$ cat src/rtl/sram_arbiter.sv
// Two-master arbiter and strobe sequencer for the external 8-bit asynchronous SRAM.
// Define SRAM_ARB_FIXED_PRIO_EN for fixed priority (m0 wins); the default is round-robin.
//
// state  | meaning
// IDLE   | strobes inactive, waiting for a request; grants and latches the winner
// SETUP  | cs_n low, address valid; write drives data, read asserts oe_n
// ACCESS | WAIT_STATES cycles with we_n (write) or oe_n (read) low
// DONE   | strobes released except cs_n, write data held, ack to the granted master
module sram_arbiter #(
  parameter int ADDR_WIDTH      = 16,
  parameter int SRAM_ADDR_WIDTH = 18,
  parameter int WAIT_STATES     = 2
) (
  input  logic                       i_clk,
  input  logic                       i_reset,
  input  logic                       i_m0_cs,
  input  logic                       i_m1_cs,
  input  logic                       i_m0_we,
  input  logic                       i_m1_we,
  input  logic [ADDR_WIDTH-1:0]      i_m0_addr,
  input  logic [ADDR_WIDTH-1:0]      i_m1_addr,
  input  logic [7:0]                 i_m0_data,
  input  logic [7:0]                 i_m1_data,
  output logic [7:0]                 o_m0_data,
  output logic [7:0]                 o_m1_data,
  output logic                       o_m0_ack,
  output logic                       o_m1_ack,
  output logic [SRAM_ADDR_WIDTH-1:0] o_sram_addr,
  output logic [7:0]                 o_sram_data,
  input  logic [7:0]                 i_sram_data,
  output logic                       o_sram_data_oe,
  output logic                       o_sram_cs_n,
  output logic                       o_sram_we_n,
  output logic                       o_sram_oe_n
);

  localparam int CW = (WAIT_STATES > 1) ? $clog2(WAIT_STATES) : 1;

  typedef enum logic [1:0] {IDLE, SETUP, ACCESS, DONE} state_t;

  state_t                     state, state_nxt;
  logic [CW-1:0]              wait_cnt, wait_cnt_nxt;
  logic                       grant, grant_nxt;          // 1 = m1
  logic                       last_grant, last_grant_nxt;
  logic                       we_lat, we_lat_nxt;
  logic [SRAM_ADDR_WIDTH-1:0] addr_nxt;
  logic [7:0]                 wdata_nxt;
  logic [7:0]                 rd_data, rd_data_nxt;
  logic                       m0_ack_nxt, m1_ack_nxt;
  logic                       cs_n_nxt, we_n_nxt, oe_n_nxt, data_oe_nxt;
  logic                       pick_m1;

  assign o_m0_data = rd_data;
  assign o_m1_data = rd_data;

  // Outputs are computed for the state being entered, so every pin comes from a flop.
  always_comb begin
    state_nxt      = state;
    wait_cnt_nxt   = wait_cnt;
    grant_nxt      = grant;
    last_grant_nxt = last_grant;
    we_lat_nxt     = we_lat;
    addr_nxt       = o_sram_addr;
    wdata_nxt      = o_sram_data;
    rd_data_nxt    = rd_data;
    m0_ack_nxt     = 1'b0;
    m1_ack_nxt     = 1'b0;
    cs_n_nxt       = 1'b1;
    we_n_nxt       = 1'b1;
    oe_n_nxt       = 1'b1;
    data_oe_nxt    = 1'b0;
    pick_m1        = 1'b0;
    case (state)
      IDLE: begin
        if (i_m0_cs || i_m1_cs) begin
`ifdef SRAM_ARB_FIXED_PRIO_EN
          pick_m1 = !i_m0_cs;
`else
          pick_m1 = i_m1_cs && (!i_m0_cs || !last_grant);
`endif
          grant_nxt      = pick_m1;
          last_grant_nxt = pick_m1;
          we_lat_nxt     = pick_m1 ? i_m1_we : i_m0_we;
          addr_nxt       = pick_m1 ? SRAM_ADDR_WIDTH'(i_m1_addr) : SRAM_ADDR_WIDTH'(i_m0_addr);
          wdata_nxt      = pick_m1 ? i_m1_data : i_m0_data;
          state_nxt      = SETUP;
          cs_n_nxt       = 1'b0;
          data_oe_nxt    = we_lat_nxt;
          oe_n_nxt       = we_lat_nxt;
        end
      end
      SETUP: begin
        wait_cnt_nxt = CW'(WAIT_STATES - 1);
        state_nxt    = ACCESS;
        cs_n_nxt     = 1'b0;
        we_n_nxt     = !we_lat;
        oe_n_nxt     = we_lat;
        data_oe_nxt  = we_lat;
      end
      ACCESS: begin
        cs_n_nxt    = 1'b0;
        data_oe_nxt = we_lat;
        if (wait_cnt == '0) begin
          state_nxt  = DONE;
          m0_ack_nxt = !grant;
          m1_ack_nxt = grant;
          if (!we_lat)
            rd_data_nxt = i_sram_data;
        end else begin
          wait_cnt_nxt = wait_cnt - CW'(1);
          we_n_nxt     = !we_lat;
          oe_n_nxt     = we_lat;
        end
      end
      DONE: state_nxt = IDLE;
      default: state_nxt = IDLE;
    endcase
  end

  always_ff @(posedge i_clk) begin
    if (i_reset) begin
      state          <= IDLE;
      wait_cnt       <= '0;
      grant          <= 1'b0;
      last_grant     <= 1'b1;
      we_lat         <= 1'b0;
      o_sram_addr    <= '0;
      o_sram_data    <= 8'h00;
      rd_data        <= 8'h00;
      o_m0_ack       <= 1'b0;
      o_m1_ack       <= 1'b0;
      o_sram_cs_n    <= 1'b1;
      o_sram_we_n    <= 1'b1;
      o_sram_oe_n    <= 1'b1;
      o_sram_data_oe <= 1'b0;
    end else begin
      state          <= state_nxt;
      wait_cnt       <= wait_cnt_nxt;
      grant          <= grant_nxt;
      last_grant     <= last_grant_nxt;
      we_lat         <= we_lat_nxt;
      o_sram_addr    <= addr_nxt;
      o_sram_data    <= wdata_nxt;
      rd_data        <= rd_data_nxt;
      o_m0_ack       <= m0_ack_nxt;
      o_m1_ack       <= m1_ack_nxt;
      o_sram_cs_n    <= cs_n_nxt;
      o_sram_we_n    <= we_n_nxt;
      o_sram_oe_n    <= oe_n_nxt;
      o_sram_data_oe <= data_oe_nxt;
    end
  end

endmodule

$ cat config.mk
export PLATFORM = sky130hd
export DESIGN_NAME = sram_arbiter
export DESIGN_NICKNAME = d
export VERILOG_FILES = /design/src/rtl/sram_arbiter.sv
export SDC_FILE = /design/constraint.sdc
export NUM_CORES = 1
export LEC_CHECK = 0
export ABC_AREA = 1
export CORE_MARGIN = 2
export CORE_UTILIZATION = 31
export CTS_CLUSTER_SIZE = 30
export DETAILED_ROUTE_END_ITERATION = 10
export GPL_ROUTABILITY_DRIVEN = 0
export MAX_ROUTING_LAYER = met4
export PLACE_DENSITY = 0.76
export REMOVE_ABC_BUFFERS = 1
export SLEW_MARGIN = 15
export SYNTH_ARGS = -nofsm -noshare
export SYNTH_HDL_FRONTEND = slang
export SYNTH_SLANG_ARGS = --single-unit
$ cat constraint.sdc
create_clock -name i_clk -period 1.6 [get_ports i_clk]
set_input_delay 0.24 -clock i_clk [delete_from_list [all_inputs] [get_ports i_clk]]
set_output_delay 0.24 -clock i_clk [all_outputs]
set_load 0.05 [all_outputs]
==> results of run 1 <==
[through the flow]
| stage | setup WS [ns] | cell area, µm² |
|---|---|---|
| 6_report | 0.193 | 3160 |
| 5_1_grt | 0.0346 | 3160 |
| 4_1_cts | 0.142 | 3160 |
| 3_5_place_dp | 0.0518 | 3070 |
| 3_3_place_gp | 0.0791 | 3070 |
| 2_1_floorplan | -0.0238 | 1940 |
[metal layers]
metal  global-route usage  vias to the layer above
met5                    -                        -
li1                     -                     1143
met3               0.0352                        8
met1                0.160                      879
met4               0.0497                        0
met2                0.242                       85
[worst paths after layout]
path / start / endpoint / slack, ns / cells past startpoint
setup reg to reg: state[0] / o_sram_addr[9] / 0.19 / 8
hold reg to reg: grant / o_m0_ack / 0.46 / 1
setup / recovery: state[0] / o_sram_addr[9] / 0.19 / 8
hold / removal: grant / o_m0_ack / 0.46 / 1
[area by class of cell]
class	instances	area [µm²]	area share
repair buffers	114	1030	0.327
multi-input cells	214	925	0.292
flip-flops and latches	44	881	0.278
clock inverters	3	23.8	0.00752
well taps	77	96.3	0.0305
inverters	36	135	0.0427
clock buffers	5	68.8	0.0218
[synth_stat cells (all sizes together)]
library cell,instances
buf,21
nand3,7
ha,4
o21ai,36
nand2,63
dfxtp,44
inv,36
conb,1
clkbuf,2
a21oi,6
nand4,1
nor2,95
[power breakdown]
| group | leakage [nW] | internal (W) | switching (W) |
|---|---|---|---|
| clock network | 0.0404 | 0.000309 | 0.000387 |
| logic | 1.18 | 0.00108 | 0.00226 |
| registers | 0.364 | 0.00147 | 0.000213 |
[sequential cells by signal, indices dropped and copies added, names as in the netlist, 2 cells and up]
signal,flops
state,2
o_m0_data,8
o_sram_addr,16
o_sram_data,8
[critical path, delay by kind of cell (launching register included)]
family                     cells  cell delay [ns]
buffers and inverters          3             0.36
DFF                            1             0.34
and+or+nand+nor                4             0.33
adders and majority gates      1             0.24
[logic make-up after synthesis]
family                   Yosys count  share of synthesized area
AND/OR/NAND/NOR                  166                      0.312
buffers and inverters             59                      0.143
flip-flops                        44                      0.420
AO/OA/AOI/OAI                     42                      0.100
adder cells (fa/ha/maj)            4                     0.0239
other                              1                    0.00179
==> results.json, run 1 <==
{
  "status": "complete, no violations",
  "startpoint_type": "flop",
  "postSynthCellCount": 316,
  "power_density_nw_per_um2": 1810,
  "min_period_ns": 1.41,
  "fin_skew_ns": 0.00862,
  "synthDistinctLibCells": 19,
  "drt-met1-wl_um": 2350,
  "wl_met2_um": 2320,
  "holdBufCountCts": 0,
  "maxCapViolCount": 0,
  "worstPathMaxFanout": 43,
  "die_x_um": 86.3,
  "rsz0062_at_grt": "false",
  "finalSetupViolations": 0,
  "final_nets": 481,
  "fmax_ghz": 0.711,
  "mostFrequentLayoutCells": "nor2_1, nand2_1, clkdlybuf4s50_1, buf_4, dfxtp_1",
  "critPathCaptureType": "flop",
  "grt_antenna_before_repair": 0,
  "hold_viol": 0,
  "start_util": 0.325,
  "post_cts.repair.setup_buffers": 0,
  "hold_path_class": "reg -> reg",
  "crit_slowest_cell": "dfxtp_1",
  "via_per_inst": 4.29,
  "drcViolationCount": 0,
  "power_w": 0.00572,
  "dieArea_um2": 7440,
  "layout_commonest_cell": "nor2_1",
  "synth_top_area_cell": "dfxtp_1",
  "slowest_delay_ns": 0.34,
  "cts_buffers": 5,
  "area_growth_pct": 50.7,
  "drive_gt1_frac": 0.161,
  "clock_sinks": 44,
  "insertion_delay_ns": 0.29,
  "routedWlPerCell_um": 10.3,
  "vias": 2115,
  "cts_buffer_depth": 2,
  "fp.coreArea_um2": 6460,
  "p_leak_nw": 1.58,
  "slew_viol_final": 0,
  "worstPathCellList": "inv_1 > ha_2 > inv_2 > nor2_4 > buf_12 > nand2_1 > nor2_1 > nor2_1",
  "h-tree-depth": 2,
  "crit_type": "reg -> reg",
  "dpl.cell_count": 485,
  "grt_overflow": 0,
  "die_h_um": 86.3,
  "ctsResizeCount": 0,
  "clockRootBuffer": "clkbuf_8",
  "worst_ir_drop_vdd_v": 0.000969,
  "finalSetupTns_ns": 0,
  "fin_hold_ws_ns": 0.463,
  "arrival_ns": 1.59,
  "grt_max_degree": 47,
  "wl_um": 5080,
  "final.fill_count": 633,
  "grt_pass1_vias": 1994,
  "final_cells": 493,
  "grt_util_all_layers": 0.141,
  "highest_layer": "met4",
  "met3_length_um": 343,
  "synthTopCellsByArea": "dfxtp_1, nor2_1, nand2_1",
  "synth_top_area_frac": 0.420,
  "grt_pass1_wl_um": 8380,
  "cts_tree": "done",
  "io_buffers": 107,
  "final_core_util": 0.490,
  "drt_iter0_drc": 44,
  "synth.avg_cell_area_um2": 6.64,
  "crit_top_cell": "nor2_1",
  "ys_ff_latch": 44,
  "hpwl_um": 3760,
  "ys_seq_area_frac": 0.420,
  "firstDrtPassIters": 4,
  "diodes": 0,
  "clk_pin_slew_ns": 0.09,
  "pin_count": 110,
  "rows": 29,
  "netlist_area_um2": 2100,
  "fin_crit_sh": 0.879,
  "antenna_left": 0,
  "synth_warnings": 0,
  "worstPathRequired_ns": 1.79
}
No activity file was read; power rests on OpenSTA's default activity.
==> run 2, diff against run 1 <==
- CELL_PAD_IN_SITES_DETAIL_PLACEMENT: default -> 1
- CELL_PAD_IN_SITES_GLOBAL_PLACEMENT: default -> 1
- CORE_UTILIZATION: 31 -> 27
- CTS_BUF_LIST: default -> sky130_fd_sc_hd__clkbuf_8
- CTS_CLUSTER_DIAMETER: default -> 60
- PLACE_DENSITY: 0.76 -> 0.92
==> results.json, run 2 (synthesized netlist as in run 1, its figures left out) <==
{
  "dpl.cell_count": 511,
  "maxCapViolCount": 0,
  "worstPathMaxFanout": 32,
  "grt_pass1_wl_um": 10400,
  "clk_pin_slew_ns": 0.08,
  "rows": 32,
  "worstPathCellList": "inv_1 > ha_4 > inv_2 > nor2_4 > buf_12 > nand2_1 > nor2_1 > nor2_1",
  "largest_register": "o_sram_addr",
  "clockRootBuffer": "clkbuf_8",
  "layout_commonest_cell": "nor2_1",
  "reg2reg_depth": 8,
  "holdPathEnd": "o_m0_ack",
  "fin_crit_sh": 0.912,
  "grt_max_degree": 33,
  "mostFrequentLayoutCells": "nor2_1, nand2_1, clkdlybuf4s50_1, buf_4, dfxtp_1",
  "cts_buffer_depth": 2,
  "pin_count": 110,
  "grt_util_all_layers": 0.156,
  "startpoint_type": "flop",
  "regToRegSetupSlack_ns": 0.14,
  "drcViolationCount": 0,
  "regToRegEndpoint": "o_sram_addr[5]",
  "cts_buffers": 5,
  "diodes": 0,
  "fp.coreArea_um2": 7610,
  "arrival_ns": 1.65,
  "dpl_worst_slack_ns": 0.0237,
  "crit_top_cell": "nor2_1",
  "vias": 2272,
  "die_x_um": 92.2,
  "holdPathStages": 1,
  "largest_reg_flops": 16,
  "clock_sinks": 44,
  "final_core_util": 0.428,
  "power_density_nw_per_um2": 1840,
  "area_growth_pct": 55.0,
  "finalSetupViolations": 0,
  "p_leak_nw": 1.61,
  "insertion_delay_ns": 0.29,
  "hold_path_class": "reg -> reg",
  "antenna_left": 0,
  "worstPathRequired_ns": 1.79,
  "critPathTopFamily": "buffers and inverters",
  "grt_pass1_vias": 2300,
  "routedWlPerCell_um": 12.2,
  "firstDrtPassIters": 4,
  "status": "complete, no violations",
  "hpwl_um": 4920,
  "grt_overflow": 0,
  "crit_slowest_cell": "dfxtp_1",
  "drive_gt1_frac": 0.161,
  "crit_type": "reg -> reg",
  "critPathCaptureType": "flop",
  "hold_start": "grant",
  "fin_hold_ws_ns": 0.451,
  "slew_viol_final": 0,
  "final_cells": 518,
  "dieArea_um2": 8490,
  "io_buffers": 107,
  "rsz0062_at_grt": "false",
  "fmax_ghz": 0.685,
  "fin_skew_ns": 0.00613,
  "min_period_ns": 1.46,
  "wl_um": 6340,
  "drt_iter0_drc": 29,
  "h-tree-depth": 2,
  "worst_ir_drop_vdd_v": 0.000603,
  "start_util": 0.276,
  "postLayoutSetupSlackWorst_ns": 0.140,
  "final_nets": 482,
  "hold_viol": 0,
  "cts_tree": "done",
  "r2r_start": "state[0]",
  "holdBufCountCts": 0,
  "path_buf_inv": 3,
  "die_h_um": 92.2,
  "grt_antenna_before_repair": 0,
  "via_per_inst": 4.39,
  "slowest_delay_ns": 0.34
}
## run 2: final cells by class
cell class,instances,area (µm²)
Fill cell,979,4350
Timing Repair Buffer,115,1080
Multi-Input combinational cell,214,935
Sequential cell,44,881
Inverter,36,135
Tap cell,102,128
Clock buffer,7,96.3
## run 2: how the worst max path moves through the flow
stage | from | end | slack, ns | cells after the start
after floorplan | state[0] | last_grant | -0.02 | 7
after CTS | state[0] | o_sram_addr[5] | 0.08 | 8
final | state[0] | o_sram_addr[5] | 0.14 | 8
after global placement | i_m1_cs | o_sram_addr[12] | 0.07 | 7
after detailed placement | i_m1_cs | o_sram_addr[5] | 0.02 | 7
after global routing | state[0] | o_sram_addr[5] | 0.03 | 8
## run 2: through the flow
| stage | area [µm²] | setup TNS, ns | total power, W |
|---|---|---|---|
| finish | 3250 | 0 | 0.00597 |
| global route | 3250 | 0 | 0.00637 |
| CTS | 3240 | 0 | 0.00599 |
| detailed placement | 3140 | 0 | 0.00521 |
| global placement | 3140 | 0 | 0.00508 |
| floorplan | 1940 | -0.0268 | 0.00392 |
## run 2: timing repair
item | 4_1_cts | 5_1_grt
setup endpoints to repair | 0 | 20
setup buffers | 0 | 0
gates resized for setup | 0 | 2
## run 2: power breakdown
part,switching (W),internal [W]
logic,0.00235,0.00117
registers,0.000223,0.00147
clock network,0.000367,0.000385
## run 2: metal layers
layer  vias up  track usage  routed length [µm]
li1       1139            -                   -
met1      1045        0.169                2720
met5         -            -                   0
met3        10       0.0386                 376
met4         0       0.0435                  98
met2        78        0.284                3150
